File: src/rtl/tdm_demux_1_8_pkg.sv
// ---------------------------------------------------------------------------
// tdm_pkg
// Shared types and constants for the 1-to-8 TDM demultiplexer.
//   state_t : sync-tracking FSM states (HUNT, LOCKED)
//   NCH     : number of channels per frame
//   SLOT_W  : width of the slot index
//   MISS_W  : width of the missing-sync counter (MISS_MAX is limited to 1..7)
// ---------------------------------------------------------------------------
package tdm_pkg;

   typedef enum logic {
      HUNT   = 1'b0,
      LOCKED = 1'b1
   } state_t;

   localparam int NCH    = 8;
   localparam int SLOT_W = 3;
   localparam int MISS_W = 3;

endpackage : tdm_pkg

File: src/rtl/tdm_demux_1_8_if.sv
// ---------------------------------------------------------------------------
// tdm_demux_1_8_if
// Serial-link side and channel-output side of the TDM demultiplexer.
//   din, valid, sync : serial beat from the link (driven by the master)
//   Y                : 8 channel outputs, channel k at Y[k*W +: W]
//   S                : slot index the next valid beat is written to
//   frame_valid      : one-cycle pulse, Y holds a new complete frame
//   locked           : frame alignment acquired
//   sync_err         : one-cycle pulse, sync seen away from slot 0 while locked
// Modports: master = link driver / output consumer, slave = demultiplexer.
// ---------------------------------------------------------------------------
interface tdm_demux_1_8_if #(
   parameter int W = 1
);

   logic [W-1:0]   din;
   logic           valid;
   logic           sync;
   logic [8*W-1:0] Y;
   logic [2:0]     S;
   logic           frame_valid;
   logic           locked;
   logic           sync_err;

   modport master (
      output din, valid, sync,
      input  Y, S, frame_valid, locked, sync_err
   );

   modport slave (
      input  din, valid, sync,
      output Y, S, frame_valid, locked, sync_err
   );

endinterface : tdm_demux_1_8_if

File: src/rtl/tdm_demux_1_8_slot_cnt.sv
// ---------------------------------------------------------------------------
// tdm_slot_cnt
// Slot counter for the TDM demultiplexer.
//   clk, rst : clock, asynchronous active-high reset
//   advance  : step to the next slot (wraps 7 -> 0)
//   load_one : jump to slot 1 (the current beat was taken as slot 0)
//   clear    : force slot 0
//   slot     : current slot index
//   wrap     : current slot is the last slot of the frame
// Priority: clear > load_one > advance.
// ---------------------------------------------------------------------------
module tdm_slot_cnt
   import tdm_pkg::*;
(
   input  logic              clk,
   input  logic              rst,
   input  logic              advance,
   input  logic              load_one,
   input  logic              clear,
   output logic [SLOT_W-1:0] slot,
   output logic              wrap
);

   logic [SLOT_W-1:0] slot_reg;

   always_ff @(posedge clk or posedge rst) begin
      if (rst) begin
         slot_reg <= '0;
      end else if (clear) begin
         slot_reg <= '0;
      end else if (load_one) begin
         slot_reg <= SLOT_W'(1);
      end else if (advance) begin
         slot_reg <= slot_reg + SLOT_W'(1);
      end
   end

   assign slot = slot_reg;
   assign wrap = (slot_reg == SLOT_W'(NCH - 1));

endmodule : tdm_slot_cnt

File: src/rtl/tdm_demux_1_8.sv
// ---------------------------------------------------------------------------
// tdm_demux_1_8
// Receive end of an 8:1 TDM serial link. Valid beats are written into a
// shadow register at the current slot; the slot-7 beat publishes the shadow
// plus that beat to Y in one edge. A HUNT/LOCKED FSM tracks frame alignment
// using the sync flag on slot 0.
//   clk, rst : clock, asynchronous active-high reset
//   bus      : tdm_demux_1_8_if.slave (din/valid/sync in, Y/S/flags out)
// Parameters:
//   W        : sample width per channel
//   MISS_MAX : consecutive slot-0 beats without sync before lock is dropped
// ---------------------------------------------------------------------------
module tdm_demux_1_8
   import tdm_pkg::*;
#(
   parameter int W        = 1,
   parameter int MISS_MAX = 2
) (
   input  logic                clk,
   input  logic                rst,
   tdm_demux_1_8_if.slave      bus
);

   state_t              state_reg, state_next;
   logic [MISS_W-1:0]   miss_reg, miss_next;
   logic [W-1:0]        shadow_reg [NCH-1];
   logic [NCH*W-1:0]    y_reg;
   logic                frame_valid_reg, frame_valid_next;
   logic                sync_err_reg, sync_err_next;

   logic [SLOT_W-1:0]   slot;
   logic                slot_wrap;
   logic                cnt_advance, cnt_load_one, cnt_clear;
   logic                shadow_we;
   logic [SLOT_W-1:0]   shadow_idx;
   logic                publish;
   logic [NCH*W-1:0]    frame_word;

   tdm_slot_cnt u_slot_cnt (
      .clk      (clk),
      .rst      (rst),
      .advance  (cnt_advance),
      .load_one (cnt_load_one),
      .clear    (cnt_clear),
      .slot     (slot),
      .wrap     (slot_wrap)
   );

   // Completed frame: slots 0..6 from the shadow, slot 7 straight from din
   // so the publish happens on the edge that samples the last beat.
   genvar gi;
   generate
      for (gi = 0; gi < NCH - 1; gi++) begin : g_pack
         assign frame_word[gi*W +: W] = shadow_reg[gi];
      end
   endgenerate
   assign frame_word[(NCH-1)*W +: W] = bus.din;

   always_ff @(posedge clk or posedge rst) begin
      if (rst) begin
         state_reg       <= HUNT;
         miss_reg        <= '0;
         y_reg           <= '0;
         frame_valid_reg <= 1'b0;
         sync_err_reg    <= 1'b0;
      end else begin
         state_reg       <= state_next;
         miss_reg        <= miss_next;
         frame_valid_reg <= frame_valid_next;
         sync_err_reg    <= sync_err_next;
         if (publish) begin
            y_reg <= frame_word;
         end
      end
   end

   always_ff @(posedge clk or posedge rst) begin
      if (rst) begin
         for (int i = 0; i < NCH - 1; i++) begin
            shadow_reg[i] <= '0;
         end
      end else begin
         for (int i = 0; i < NCH - 1; i++) begin
            if (shadow_we && (shadow_idx == SLOT_W'(i))) begin
               shadow_reg[i] <= bus.din;
            end
         end
      end
   end

   always_comb begin
      state_next       = state_reg;
      miss_next        = miss_reg;
      frame_valid_next = 1'b0;
      sync_err_next    = 1'b0;
      cnt_advance      = 1'b0;
      cnt_load_one     = 1'b0;
      cnt_clear        = 1'b0;
      shadow_we        = 1'b0;
      shadow_idx       = slot;
      publish          = 1'b0;

      unique case (state_reg)
         HUNT: begin
            if (bus.valid) begin
               if (bus.sync) begin
                  shadow_we    = 1'b1;
                  shadow_idx   = '0;
                  cnt_load_one = 1'b1;
                  miss_next    = '0;
                  state_next   = LOCKED;
               end else begin
                  cnt_clear = 1'b1;
               end
            end
         end

         LOCKED: begin
            if (bus.valid) begin
               if (slot == '0) begin
                  if (bus.sync) begin
                     miss_next   = '0;
                     shadow_we   = 1'b1;
                     cnt_advance = 1'b1;
                  end else if (miss_reg == MISS_W'(MISS_MAX - 1)) begin
                     // Too many frames without sync: the beat is dropped.
                     miss_next  = '0;
                     cnt_clear  = 1'b1;
                     state_next = HUNT;
                  end else begin
                     miss_next   = miss_reg + MISS_W'(1);
                     shadow_we   = 1'b1;
                     cnt_advance = 1'b1;
                  end
               end else if (bus.sync) begin
                  // Realign: drop the partial frame, this beat becomes slot 0.
                  sync_err_next = 1'b1;
                  shadow_we     = 1'b1;
                  shadow_idx    = '0;
                  cnt_load_one  = 1'b1;
                  miss_next     = '0;
               end else if (slot_wrap) begin
                  publish          = 1'b1;
                  frame_valid_next = 1'b1;
                  cnt_advance      = 1'b1;
               end else begin
                  shadow_we   = 1'b1;
                  cnt_advance = 1'b1;
               end
            end
         end

         default: begin
            state_next = HUNT;
         end
      endcase
   end

   assign bus.Y           = y_reg;
   assign bus.S           = slot;
   assign bus.frame_valid = frame_valid_reg;
   assign bus.locked      = (state_reg == LOCKED);
   assign bus.sync_err    = sync_err_reg;

endmodule : tdm_demux_1_8

File: src/flat_wrapper.sv
// flat-port wrapper written by rule: the top's interface ports become plain ports
module tdm_demux_1_8_flat import tdm_pkg::*;
#(
   parameter int W        = 1,
   parameter int MISS_MAX = 2
)
  (clk, rst, bus_din, bus_valid, bus_sync, bus_Y, bus_S, bus_frame_valid, bus_locked, bus_sync_err);
  tdm_demux_1_8_if #(.W(W)) bus_i ();
  input  logic clk;
  input  logic rst;
  input wire logic [$bits(bus_i.din)-1:0] bus_din;
  input wire logic [$bits(bus_i.valid)-1:0] bus_valid;
  input wire logic [$bits(bus_i.sync)-1:0] bus_sync;
  output wire logic [$bits(bus_i.Y)-1:0] bus_Y;
  output wire logic [$bits(bus_i.S)-1:0] bus_S;
  output wire logic [$bits(bus_i.frame_valid)-1:0] bus_frame_valid;
  output wire logic [$bits(bus_i.locked)-1:0] bus_locked;
  output wire logic [$bits(bus_i.sync_err)-1:0] bus_sync_err;
  assign bus_i.din = bus_din;
  assign bus_i.valid = bus_valid;
  assign bus_i.sync = bus_sync;
  assign bus_Y = bus_i.Y;
  assign bus_S = bus_i.S;
  assign bus_frame_valid = bus_i.frame_valid;
  assign bus_locked = bus_i.locked;
  assign bus_sync_err = bus_i.sync_err;
  tdm_demux_1_8 #(.W(W), .MISS_MAX(MISS_MAX)) u_core (.clk(clk), .rst(rst), .bus(bus_i));
endmodule
File: config.mk
export PLATFORM = sky130hd
export DESIGN_NAME = tdm_demux_1_8_flat
export DESIGN_NICKNAME = d
export VERILOG_FILES = /design/src/rtl/tdm_demux_1_8_pkg.sv /design/src/rtl/tdm_demux_1_8_if.sv /design/src/rtl/tdm_demux_1_8_slot_cnt.sv /design/src/rtl/tdm_demux_1_8.sv /design/src/flat_wrapper.sv
export SDC_FILE = /design/constraint.sdc
export NUM_CORES = 1
export LEC_CHECK = 0
export CORE_ASPECT_RATIO = 0.8
export CORE_MARGIN = 2
export CORE_UTILIZATION = 40
export DETAILED_ROUTE_END_ITERATION = 12
export SLEW_MARGIN = 10
export SYNTH_ARGS = -nofsm -noshare
export SYNTH_HDL_FRONTEND = slang
export SYNTH_HIERARCHICAL = 1
export SYNTH_SLANG_ARGS = --single-unit
File: constraint.sdc
create_clock -name clk -period 6.2 [get_ports clk]
set_input_delay 1.24 -clock clk [delete_from_list [all_inputs] [get_ports clk]]
set_output_delay 1.24 -clock clk [all_outputs]
set_load 0.01 [all_outputs]
-- Word-level counts from Yosys, hierarchy flattened
Index checks and enable logic that the tools add are counted.
- $add $sub $neg: 2
- eq/ne operators: 10
- mux-type cells: 46
- bitwise gates (word level): 1
- reduce and logical (&&, ||, !) cells: 11
- operator list (cell ; count):
    3-bit two-way mux ; 13
    1-bit two-way mux ; 27
    3-bit equality test, second input constant ; 4
    3-bit case mux with 2 select lines ; 2
    1-bit case mux with 2 select lines ; 4
    1-bit logical AND ; 7
    3-bit by 1-bit adder with 3-bit output, second input constant ; 2
    3-bit by 1-bit equality test with 1-bit output, second input constant ; 2
    3-bit by 2-bit equality test with 1-bit output, second input constant ; 2
    3-bit zero test ; 2
    2-bit inequality test, second input constant ; 2
    3-bit nonzero test ; 1
    2-bit AND reduction ; 1
    1-bit NOT ; 1
- register bits after elaboration: 24
- output and inout bits: 14
- logic and storage cells: 83

-- Longest topological paths before layout
- word-level depth: 9
- depth in mapped cells: 6
- gate-level depth less buffers: 5

-- Hierarchy
The synthesis kept the hierarchy.
- modules (own cells, without submodules) (module ; times used ; cells each ; area an instance (µm²)):
    tdm_demux_1_8 ; 1 ; 78 ; 978.4
    tdm_slot_cnt ; 1 ; 13 ; 151.4

-- Worst setup path after synthesis
Ideal clock, no wire load.
- path type: input to register
- start: input bus_sync
- end: register u_core.u_slot_cnt.slot_reg[0] (netlist: u_core/u_slot_cnt/slot[0])
- library setup time: 0.077 ns
- arrival time: 2.624 ns
- required time: 6.123 ns
- setup slack: 3.499 ns
- stages on the path: 5
- cell sequence: or4b_2 -> or2_2 -> and3b_1 -> xnor2_1 -> a21oi_1
- elaborated cells between the ends (all ways): 18
- RTL lines (what ; RTL line ; source):
    start, declared ; flat_wrapper.sv:13 ; input wire logic [$bits(bus_i.sync)-1:0] bus_sync;
    1-bit two-way mux, on equally long branches ; tdm_demux_1_8.sv:135, tdm_demux_1_8.sv:121 ;
    1-bit two-way mux (*) ; tdm_demux_1_8.sv:120 ; if (slot == '0) begin
    1-bit two-way mux (*) ; tdm_demux_1_8.sv:119 ; if (bus.valid) begin
    1-bit two-way mux (*) ; tdm_demux_1_8.sv:103 ; unique case (state_reg)
    net u_core.cnt_advance ; tdm_demux_1_8.sv:33 ; logic cnt_advance, cnt_load_one, cnt_clear;
    3-bit nonzero test (no line) (*) ; n/a ;
    end signal, assigned ; tdm_demux_1_8_slot_cnt.sv:34 ; slot_reg <= slot_reg + SLOT_W'(1);
    end, declared ; tdm_demux_1_8_slot_cnt.sv:24 ; logic [SLOT_W-1:0] slot_reg;
Mark *: on every way through the listed nets, which the timed path passes. The rest lies on a longest branch.
A chain may end at the register's enable or synchronous reset.

-- Worst setup path after layout
- start: input bus_sync
- end: register u_core.u_slot_cnt.slot_reg[2] (netlist: u_core/u_slot_cnt/slot[2])
The elaborated chain is that of the path after synthesis.

==> results.tsv <==
metric	value	unit
outcome	finished clean	
diodes	0	
wl_per_cell	14.3	um
synth_area	1130	um^2
viasPerCell	5.33	
synth_commonest_cells	dfrtp_1 (24), mux2_2 (15), inv_1 (6)	
finalNetCount	118	
ys.flop_type	dfrtp_1	
setup_tns	0	ps
ys_seq_area_share	53.2	%
maxCapViolations	0	
grt_max_degree	22	
grt_remaining_overflow	0	
placed_area	1340	um^2
io_buffers	18	
largest_reg_flops	8	
drive_gt1_share	20.2	%
hold_viol_final	0	
gp_congestion	0.771	
final_antenna_net_count	0	
cp.required	6420	ps
synth_fp_nets	98	
synth.most_common_cell	dfrtp_1	
tightest_slew	812	ps
clock-root-buffer	clkbuf_4	
ys_async_sr_fraction	100	%
die-width	63.4	um
syn_to_final_growth	20.8	%
endpoint_kind	flip-flop	
dr_wl_met2	981	um
totalWireLength	2.10	mm
clk_path_buf_depth	2	
cp_max_fo	8	
slew_viol_final	0	
worstPathArrival	3280	ps
initial_utilization	41.5	%
ys_ff_latch	24	
vdd_drop_max	0.175	mV
grt_pass1_vias	799	
wl_met1	1.02	mm
vias	783	
drt-pass1-iter-count	4	
clock_latency	300	ps
synth_edf_count	0	
core_area	2720	um^2
ys.warnings.count	6	
grt_usage	15.0	%
fmax	327	MHz
finalClockSkew	1.96	ps
die_area	3270	um^2
antenna_found_initial	0	
setup_violations	0	
holdCritPathClass	reg2reg	
grt_pass1_wl	3.79	mm
clkTransAtPathRegs	120	ps
top_layer	met4	
wl_met3	79	um
design_area	1370	um^2
rsz0062_at_grt	false	
netlist_instances	91	
syn_area_per_cell	12.4	um^2
dp_hpwl	1.51	mm
synth.top_cell.area_share	53.2	%
remaining_drc_errors	0	
p_leak	0.614	nW
cts_sinks	24	
synth.top_cells.by_area	dfrtp_1 (53%), mux2_2 (15%), mux2i_1 (2.7%)	
fp.dieH	51.5	um
maxSlewHeadroom	45.8	%
cts_buffers	3	
rows	17	
first_iter_violations	22	
crit_path_start_kind	input port	
cts_setup_buffers	0	
hold_buffers	0	
finalCriticalPeriod	3060	ps
cts_tree	built	
yosysTopAreaCell	dfrtp_1	
total_power	510	uW
powerDensity	373	nW/um^2
ios	19	
path_class	in2reg	
ys_types	34	
cts.repair.resized	0	
timing.final.crit_share	49.4	%
ctsHtreeMaxLevel	1	
-- placed cells by master (no fill, tap or decap), types with 2 or more instances in the layout --
cell type	count
nor3_1	2
nand4b_1	3
nor2b_1	3
dfrtp_1	24
nand3_1	2
nand2_1	2
clkdlybuf4s50_1	18
ha_1	2
mux2i_1	3
nor2_1	2
o21ai_0	2
mux2_2	15
clkbuf_4	3
a21oi_1	3
inv_1	6
-- cell type report --
| cell class | count | area [um^2] |
|---|---|---|
| Fill cell | 256 | 1360 |
| Sequential cell | 24 | 601 |
| Multi-Input combinational cell | 58 | 492 |
| Timing Repair Buffer | 18 | 180 |
| Tap cell | 38 | 47.5 |
| Clock buffer | 3 | 22.5 |
| Inverter | 6 | 22.5 |
-- where the power goes --
group	leakage (nW)	switching (mW)	internal [mW]
Clock	0.0138	0.0415	0.0226
Sequential	0.314	0.0500	0.204
Combinational	0.285	0.0793	0.112
Total	0.614	0.171	0.339
-- kinds of logic after synthesis --
family                     Yosys count  share of synthesized area (%)
adders and majority gates            2                           2.21
muxes                               18                           17.6
DFF                                 24                           53.2
and+or+nand+nor                     28                           18.1
AOI/OAI and AO/OA                    9                           4.87
xor gates and xnor gates             1                          0.775
buffers and inverters                9                           3.32
-- critical path, cell delays in order --
cell	delay, ps
clkdlybuf4s50_1	520
or4b_2	680
or2_2	310
and3b_1	220
mux2i_1	140
nor3_1	170
-- layer usage --
metal,up-vias,global-route usage [%]
met2,14,23.5
met3,2,4.33
li1,370,-
met4,0,4.35
met1,397,20.3
met5,-,0
-- stage by stage --
| stage | util, % | instances | hold WS [ps] | setup WS [ps] |
|---|---|---|---|---|
| 6_report | 50.1 | 147 | 516 | 3140 |
| 3_3_place_gp | 49.3 | 144 | 487 | 2910 |
| 3_5_place_dp | 49.3 | 144 | 491 | 2830 |
| 2_1_floorplan | - | 91 | 475 | 3500 |
| 4_1_cts | 50.1 | 147 | 520 | 3150 |
| 5_1_grt | 50.1 | 147 | 540 | 3080 |
-- worst paths after layout --
path | slack (ps) | end | start | depth (start not counted)
hold / removal | 520 | u_core/frame_word[3] | u_core/frame_word[3] | 1
min in group asynchronous | 1120 | u_core/u_slot_cnt/slot[2] | rst | 2
setup reg to reg | 4000 | u_core/frame_word[4] | u_core/u_slot_cnt/slot[0] | 5
hold reg to reg | 520 | u_core/frame_word[3] | u_core/frame_word[3] | 1
setup / recovery | 3140 | u_core/u_slot_cnt/slot[2] | bus_sync | 6
max in group asynchronous | 4280 | u_core/frame_word[0] | rst | 2
Note: power is estimated with default switching activity, not from simulation.
